File: config.mk
export PLATFORM = sky130hd
export DESIGN_NAME = wb_ctrl
export DESIGN_NICKNAME = d
export VERILOG_FILES = /design/src/rtl/wb_pkg.sv /design/src/rtl/wb_queue.sv /design/src/rtl/wb_ctrl.sv
export SDC_FILE = /design/constraint.sdc
export NUM_CORES = 1
export LEC_CHECK = 0
export CAP_MARGIN = 5
export CORE_MARGIN = 1.5
export CORE_UTILIZATION = 40
export DETAILED_ROUTE_END_ITERATION = 7
export PLACE_DENSITY = 0.63
export SKIP_LAST_GASP = 1
export SLEW_MARGIN = 20
export SYNTH_ARGS = -nofsm -noshare
export SYNTH_HDL_FRONTEND = slang
export SYNTH_SLANG_ARGS = --single-unit
File: constraint.sdc
create_clock -name clk -period 4.69 [get_ports clk]
set_input_delay 0.938 -clock clk [delete_from_list [all_inputs] [get_ports clk]]
set_output_delay 0.938 -clock clk [all_outputs]
set_load 0.005 [all_outputs]
File: src/rtl/wb_pkg.sv
// rtl/wb_pkg.sv - shared widths and queue-entry type for the writeback controller
package wb_pkg;

    localparam int DEF_XLEN   = 32;
    localparam int REG_ADDR_W = 5;

    typedef struct packed {
        logic                  valid;
        logic [REG_ADDR_W-1:0] rd;
        logic [DEF_XLEN-1:0]   data;
    } wb_entry_t;

endpackage

File: src/rtl/wb_queue.sv
// rtl/wb_queue.sv - load-result circular buffer with WAW kill and live count
// WB_BYPASS_EN exposes slot contents and head pointer for the bypass search.
module wb_queue
    import wb_pkg::*;
#(
    parameter int XLEN  = DEF_XLEN,
    parameter int DEPTH = 4
) (
    input  logic                        clk,
    input  logic                        rst,
    input  logic                        push,
    input  logic [REG_ADDR_W-1:0]       push_rd,
    input  logic [XLEN-1:0]             push_data,
    input  logic                        pop,
    input  logic                        kill,
    input  logic [REG_ADDR_W-1:0]       kill_rd,
    output logic                        full,
    output logic                        empty,
    output wb_entry_t                   head,
`ifdef WB_BYPASS_EN
    output logic [$clog2(DEPTH)-1:0]    head_ptr,
    output wb_entry_t                   ents [DEPTH],
`endif
    output logic [$clog2(DEPTH):0]      live
);

    localparam int AW = $clog2(DEPTH);

    wb_entry_t     mem [DEPTH];
    logic [AW-1:0] hd;
    logic [AW-1:0] tl;
    logic [AW:0]   occ;

    // Only the valid bits carry reset; rd/data are don't-care until written.
    always_ff @(posedge clk or negedge rst) begin
        if (!rst) begin
            hd  <= '0;
            tl  <= '0;
            occ <= '0;
            for (int i = 0; i < DEPTH; i++) mem[i].valid <= 1'b0;
        end else begin
            for (int i = 0; i < DEPTH; i++) begin
                if (kill && mem[i].valid && mem[i].rd == kill_rd) mem[i].valid <= 1'b0;
            end
            if (pop) begin
                mem[hd].valid <= 1'b0;
                hd            <= hd + 1'b1;
            end
            // Push lands after the kill so a same-cycle younger load survives.
            if (push) begin
                mem[tl] <= '{valid: 1'b1, rd: push_rd, data: DEF_XLEN'(push_data)};
                tl      <= tl + 1'b1;
            end
            case ({push, pop})
                2'b10:   occ <= occ + 1'b1;
                2'b01:   occ <= occ - 1'b1;
                default: occ <= occ;
            endcase
        end
    end

    assign full  = (occ == (AW+1)'(DEPTH));
    assign empty = (occ == '0);
    assign head  = mem[hd];

    always_comb begin
        live = '0;
        for (int i = 0; i < DEPTH; i++) live = live + (AW+1)'(mem[i].valid);
    end

`ifdef WB_BYPASS_EN
    assign head_ptr = hd;
    assign ents     = mem;
`endif

endmodule

File: src/rtl/wb_ctrl.sv
// rtl/wb_ctrl.sv - register-file write-port arbiter for ALU and queued load results
// WB_BYPASS_EN enables the q_addr bypass search; otherwise q_hit/q_data stay zero.
module wb_ctrl
    import wb_pkg::*;
#(
    parameter int XLEN  = DEF_XLEN,
    parameter int DEPTH = 4
) (
    input  logic                    clk,
    input  logic                    rst,
    input  logic                    alu_valid,
    input  logic [REG_ADDR_W-1:0]   alu_rd,
    input  logic [XLEN-1:0]         alu_data,
    input  logic                    ld_valid,
    output logic                    ld_ready,
    input  logic [REG_ADDR_W-1:0]   ld_rd,
    input  logic [XLEN-1:0]         ld_data,
    output logic [REG_ADDR_W-1:0]   A3,
    output logic [XLEN-1:0]         WD3,
    output logic                    WE3,
    input  logic [REG_ADDR_W-1:0]   q_addr,
    output logic                    q_hit,
    output logic [XLEN-1:0]         q_data,
    output logic [$clog2(DEPTH):0]  pending
);

    localparam int AW = $clog2(DEPTH);

    logic      alu_we;
    logic      rdy_q;
    logic      full;
    logic      empty;
    logic      push;
    logic      pop;
    wb_entry_t head;

    assign alu_we   = alu_valid && (alu_rd != '0);
    assign ld_ready = rdy_q && !full;
    assign push     = ld_valid && ld_ready && (ld_rd != '0);
    // Killed heads drain even while the ALU holds the port; they need no write.
    assign pop      = !empty && (!head.valid || !alu_we);

    always_ff @(posedge clk or negedge rst) begin
        if (!rst) rdy_q <= 1'b0;
        else      rdy_q <= 1'b1;
    end

`ifdef WB_BYPASS_EN
    logic [AW-1:0] head_ptr;
    wb_entry_t     ents [DEPTH];
`endif

    wb_queue #(.XLEN(XLEN), .DEPTH(DEPTH)) u_queue (
        .clk       (clk),
        .rst       (rst),
        .push      (push),
        .push_rd   (ld_rd),
        .push_data (ld_data),
        .pop       (pop),
        .kill      (alu_we),
        .kill_rd   (alu_rd),
        .full      (full),
        .empty     (empty),
        .head      (head),
`ifdef WB_BYPASS_EN
        .head_ptr  (head_ptr),
        .ents      (ents),
`endif
        .live      (pending)
    );

    always_comb begin
        WE3 = 1'b0;
        A3  = '0;
        WD3 = '0;
        if (alu_we) begin
            WE3 = 1'b1;
            A3  = alu_rd;
            WD3 = alu_data;
        end else if (head.valid) begin
            WE3 = 1'b1;
            A3  = head.rd;
            WD3 = XLEN'(head.data);
        end
    end

`ifdef WB_BYPASS_EN
    logic [AW-1:0] idx;

    // Walk oldest to youngest so the last match is the youngest live entry.
    always_comb begin
        q_hit  = 1'b0;
        q_data = '0;
        idx    = '0;
        for (int i = 0; i < DEPTH; i++) begin
            idx = head_ptr + AW'(i);
            if (ents[idx].valid && ents[idx].rd == q_addr) begin
                q_hit  = 1'b1;
                q_data = XLEN'(ents[idx].data);
            end
        end
        if (alu_we && alu_rd == q_addr) begin
            q_hit  = 1'b1;
            q_data = alu_data;
        end
        if (!rst) begin
            q_hit  = 1'b0;
            q_data = '0;
        end
    end
`else
    logic unused_q_addr;
    assign unused_q_addr = ^q_addr;
    assign q_hit         = 1'b0;
    assign q_data        = '0;
`endif

endmodule

# Yosys cells after proc, flatten, opt, wreduce, memory -nomap -nowiden
# Cells that the tools add are included.
[classes]
magnitude_cmp = 4
mux = 22
bitwise = 2
n_addsub = 7
eq_ne = 7
reduce_logical = 24
[op_table]
columns = ["cell", "count"]
rows = [
  ["$bwmux W152", 2],
  ["$mux W152", 2],
  ["$demux W38 S2", 2],
  ["$mux W38", 4],
  ["$bmux W38 S2", 1],
  ["$mux W32", 2],
  ["$eq A5 B5 Y1", 4],
  ["$logic_and A1 B1 Y1", 15],
  ["$mux W5", 2],
  ["$reduce_bool A5 Y1", 2],
  ["$add A3 B1 Y3", 2],
  ["$ge A3 B3 Y1 const B", 2],
  ["$lt A3 B1 Y1 const B", 2],
  ["$mux W1", 6],
  ["$not A2 Y3", 2],
  ["$pmux W3 S2", 1],
  ["$add A2 B1 Y2 const B", 2],
  ["$logic_not A1 Y1", 4],
  ["$add A3 B1 Y3 const B", 1],
  ["$eq A3 B3 Y1 const B", 1],
  ["$logic_not A3 Y1", 1],
  ["$sub A3 B1 Y3 const B", 1],
  ["$add A1 B1 Y2", 1],
  ["$eq A2 B1 Y1 const B", 1],
  ["3 further kinds", 3],
]
[word_totals]
output_inout_bits = 75
word_cells = 82
inputBits = 83
ff_bits = 160

# Logic depth before layout (Yosys ltp)
[logic_depth]
word_depth = 10
depth_mapped = 11
mapped_depth_nobuf = 9

# Modules after synthesis
# From an unflattened synthesis, not the netlist that was laid out.
[unflattened]
cells_unflattened = 633
hier_area_um2 = 8499.4
[by_module_without_submodules]
columns = ["module", "area_each_um2", "seq_area_each_um2", "cells_each", "n_inst"]
rows = [
  ["wb_queue", 7359.6, 4719.5, 469, 1],
  ["wb_ctrl", 1139.8, 25.0, 164, 1],
]

# Worst setup path before layout
# Ideal clock, no wire load.
[synth_timing]
path_type = "input port to output port"
from = "input port alu_rd[3]"
to = "output port WD3[10]"
t_required_ns = 3.752
n_path_buf = 3
stages = 6
t_arrival_ns = 2.340
slack_ns = 1.412
path_cell_list = "clkbuf_1 or4_4 o21a_4 buf_6 buf_6 a22o_1"
[synth_via]
elab_chain_len = 3
[synth_rtl]
columns = ["item", "line_no", "rtl"]
rows = [
  ["start: declaration", "wb_ctrl.sv:12", "input logic [REG_ADDR_W-1:0] alu_rd,"],
  ["$reduce_bool A5 Y1", "wb_ctrl.sv:37", "assign alu_we = alu_valid && (alu_rd != '0);"],
  ["$logic_and A1 B1 Y1", "wb_ctrl.sv:37", ""],
  ["$mux W32", "wb_ctrl.sv:76", "if (alu_we) begin"],
  ["end: declaration", "wb_ctrl.sv:19", "output logic [XLEN-1:0] WD3,"],
]
# No other way between the ends.

# Final worst setup path
[layout_timing]
from = "input port alu_rd[3]"
to = "output port WD3[27]"
# Same word-level chain as after synthesis.

==> results.py <==
metrics = {
    "outcome": {
        "status": "complete, no violations",
    },
    "logic_synthesis": {
        "netlist_area_mm2": 0.008127,
        "synth_compound_area_frac": 0.05219,
        "synthDistinctLibCells": 36,
        "ys_seq_area_frac": 0.5838,
        "synth_xor_area_frac": 0.02694,
        "yosys.area.top_type_share": 0.5469,
        "synth_top_family_by_area": "simple AND/OR/NAND/NOR gates",
        "synth_cells": 558,
        "ys_warn_count": 0,
        "synthMuxAreaShare": 0.1118,
        "yosys-top-cells-count": "and3_1 (152), edfxtp_1 (148), mux4_2 (38), a22o_1 (37), buf_4 (37)",
        "synth_top_area_cell": "edfxtp_1",
        "synth_edf_count": 148,
        "ys.flop_type": "edfxtp_1",
        "synthArstFlopShare": 0.07500,
        "synthTopCellsByArea": "edfxtp_1 (55%), and3_1 (12%), mux4_2 (11%), a22o_1 (4.0%), dfrtp_1 (3.7%)",
        "synthAdderAreaFrac": 0.02186,
        "avgSynthCellArea_um2": 14.56,
        "ys_seq_elements": 160,
        "synth.most_common_cell": "and3_1",
        "synth_simple_gate_area_frac": 0.1353,
    },
    "clocking": {
        "clock_sinks": 160,
        "cts_buffers": 17,
        "htree_levels": 4,
        "cts_tree": "yes",
        "clkTransAtPathRegs_ns": 0.06,
        "post_cts_buffers": 0,
        "clock_path_buffers": 2,
        "cts_root_buffer": "clkbuf_16",
        "cts_hold_buf": 0,
        "insertion_delay_ns": 0.42,
        "cts_resized": 0,
    },
    "worst_setup_path": {
        "timing.critical_path.slowest_stage_cell": "clkdlybuf4s50_1",
        "crit_arrival_ns": 3.36,
        "path_common_cell": "clkdlybuf4s50_1",
        "required_ns": 3.75,
        "crit_fanout": 21,
        "criticalPathCategory": "in -> out",
        "crit_chain": "clkdlybuf4s50_1 -> or4_4 -> o21a_4 -> nor2_8 -> buf_4 -> a22o_1 -> clkdlybuf4s50_1",
        "cpPeakStageDelay_ns": 0.56,
        "critPathTopFamily": "buffers and inverters",
        "start_kind": "input pin",
        "cp-end-kind": "primary output",
        "crit_buf_inv": 3,
    },
    "power_and_ir_drop": {
        "ir_drop_v": 0.0003230,
        "p_int_uw": 3400,
        "p_comb_frac": 0.358,
        "clkPwrFrac": 0.269,
        "switchingPower_uw": 1539,
        "pwr-share-seq": 0.373,
        "p_leak_uw": 0.004003,
        "p_per_area_mw_per_mm2": 494.0,
        "sw_frac_of_total": 0.3116,
    },
    "sta": {
        "finClkSkew_ns": 0.004710,
        "drv_slew": 0,
        "fin_tns_setup_ns": 0,
        "period_share": 0.9174,
        "rsz0062_at_grt": "false",
        "fmax_mhz": 232.4,
        "worstMarginPinSlew_ns": 1.080,
        "setup_viol_count_final": 0,
        "fin_crit_ns": 4.303,
        "slew-limit-headroom": 0.2800,
        "hold_viol_final": 0,
    },
    "layout": {
        "drive_gt1_frac": 0.1422,
        "n_fill_cell": 1686,
        "fin_area_mm2": 0.009996,
        "synthToLayoutAreaGrowth_pct": 23.00,
        "nets": 751,
        "multi_input_area_mm2": 0.002978,
        "regArea_mm2": 0.004747,
        "n_antenna_cell": 0,
    },
    "global_routing": {
        "grt_overflow": 0,
        "grt_pass1_wl_um": 29010,
        "track_usage": 0.1814,
        "antenna_found_initial": 0,
        "grt_max_degree": 85,
        "grt_pass1_vias": 5242,
    },
    "floorplan": {
        "die_w_um": 145.5,
        "fp-row-count": 51,
        "initial_core_util": 0.4121,
        "fp.dieH_um": 145.5,
        "boundaryPins": 158,
        "core_area_mm2": 0.01972,
        "die_area_mm2": 0.02118,
    },
    "route": {
        "postRouteAntennaNets": 0,
        "vias_per_cell": 5.379,
        "wl_per_cell_um": 20.22,
        "via_count": 5019,
        "route.detailed.drc": 0,
        "firstDrtPassIters": 6,
        "drtIter0Drc": 314,
        "routed_wl_um": 18870,
    },
    "place": {
        "dp_hpwl_um": 10990,
        "place.port_buffers": 119,
        "place_congestion": 0.7488,
        "placed_cell_area_mm2": 0.009388,
    },
    "run": {
        "maxCapViolations": 0,
    },
    "hold_path": {
        "min_path_type": "reg -> reg",
    },
}
-- power by group through the flow --
| stage | sequential [uW] | combinational (uW) | clock [uW] |
|---|---|---|---|
| floorplan | 1780 | 1190 | 0 |
| global placement | 1870 | 1760 | 0 |
| detailed placement | 1880 | 1780 | 0 |
| CTS | 1850 | 1780 | 1340 |
| global route | 1870 | 1910 | 1390 |
| finish | 1840 | 1770 | 1330 |
-- worst register-to-register path: cells and delay by family (launching register included) --
family | cells | cell delay [ns]
xor gates and xnor gates | 2 | 0.31
buffers and inverters | 1 | 0.06
AOI/OAI and AO/OA | 1 | 0.22
muxes | 1 | 0.64
adders and majority gates | 2 | 0.59
DFF | 1 | 0.72
and+or+nand+nor | 1 | 0.11
-- layer usage --
| layer | wire [um] | track usage |
|---|---|---|
| met1 | 8002 | 0.2273 |
| met2 | 9718 | 0.3119 |
| met3 | 875 | 0.04138 |
| met4 | 269 | 0.05765 |
| met5 | 0 | 0 |
-- state kept, by name, indices dropped and copies added, names as in the netlist --
register / cells
u_queue.hd: 2
u_queue.occ: 3
rdy_q: 1
u_queue.tl: 2
u_queue.mem: 152
-- final cells by class --
class	instances	share of cell area
flip-flops and latches	160	0.4749
multi-input cells	334	0.2979
repair buffers	134	0.1337
clock buffers	26	0.05195
well taps	265	0.03317
clock inverters	6	0.005382
inverters	8	0.003004
-- final timing paths --
path                                     start               end  slack [ns]  cells past startpoint
worst max-delay path                 alu_rd[3]           WD3[27]        0.39                      7
worst min-delay path            u_queue.occ[2]    u_queue.occ[2]        0.49                      1
worst max register to register   u_queue.hd[0]    u_queue.occ[2]        1.95                      8
worst min register to register  u_queue.occ[2]    u_queue.occ[2]        0.49                      1
max in group asynchronous                  rst     u_queue.hd[0]        3.64                      2
min in group asynchronous                  rst  u_queue.mem[151]        0.84                      2
-- cells by family (layout without fill, tap and decap cells) --
family                   Yosys count  after routing
other                              2             34
XOR/XNOR                          25             25
AO/OA/AOI/OAI                     46             46
flip-flops                       160            160
buffers and inverters             96            174
multiplexers                      43             43
adder cells (fa/ha/maj)           13             13
AND/OR/NAND/NOR                  173            173
-- cells in the final DEF (no fill, tap or decap), drive strengths merged, types with 2 or more instances in the layout --
master / n
and3: 152
edfxtp: 148
clkdlybuf4s50: 119
mux4: 38
a22o: 37
conb: 34
clkbuf: 26
buf: 15
xor2: 14
dfrtp: 12
xnor2: 11
ha: 11
inv: 8
clkinv: 5
nand3b: 4
nor3: 4
nand4: 4
a32o: 4
mux2i: 3
mux2: 2
fa: 2
or4: 2
nor2: 2
-- per-stage QoR --
stage / setup slack [ns] / util / power, uW / cells / hold slack, ns
4_1_cts: 0.3417 / 0.5052 / 4976 / 932 / 0.4996
2_1_floorplan: 1.412 / - / 2969 / 590 / 0.4476
3_3_place_gp: 0.4119 / 0.4761 / 3624 / 900 / 0.4648
3_5_place_dp: 0.3504 / 0.4761 / 3658 / 900 / 0.4916
5_1_grt: 0.2723 / 0.5069 / 5162 / 933 / 0.5156
6_report: 0.3872 / 0.5069 / 4938 / 933 / 0.4919
Note: power is estimated with default switching activity, not from simulation.
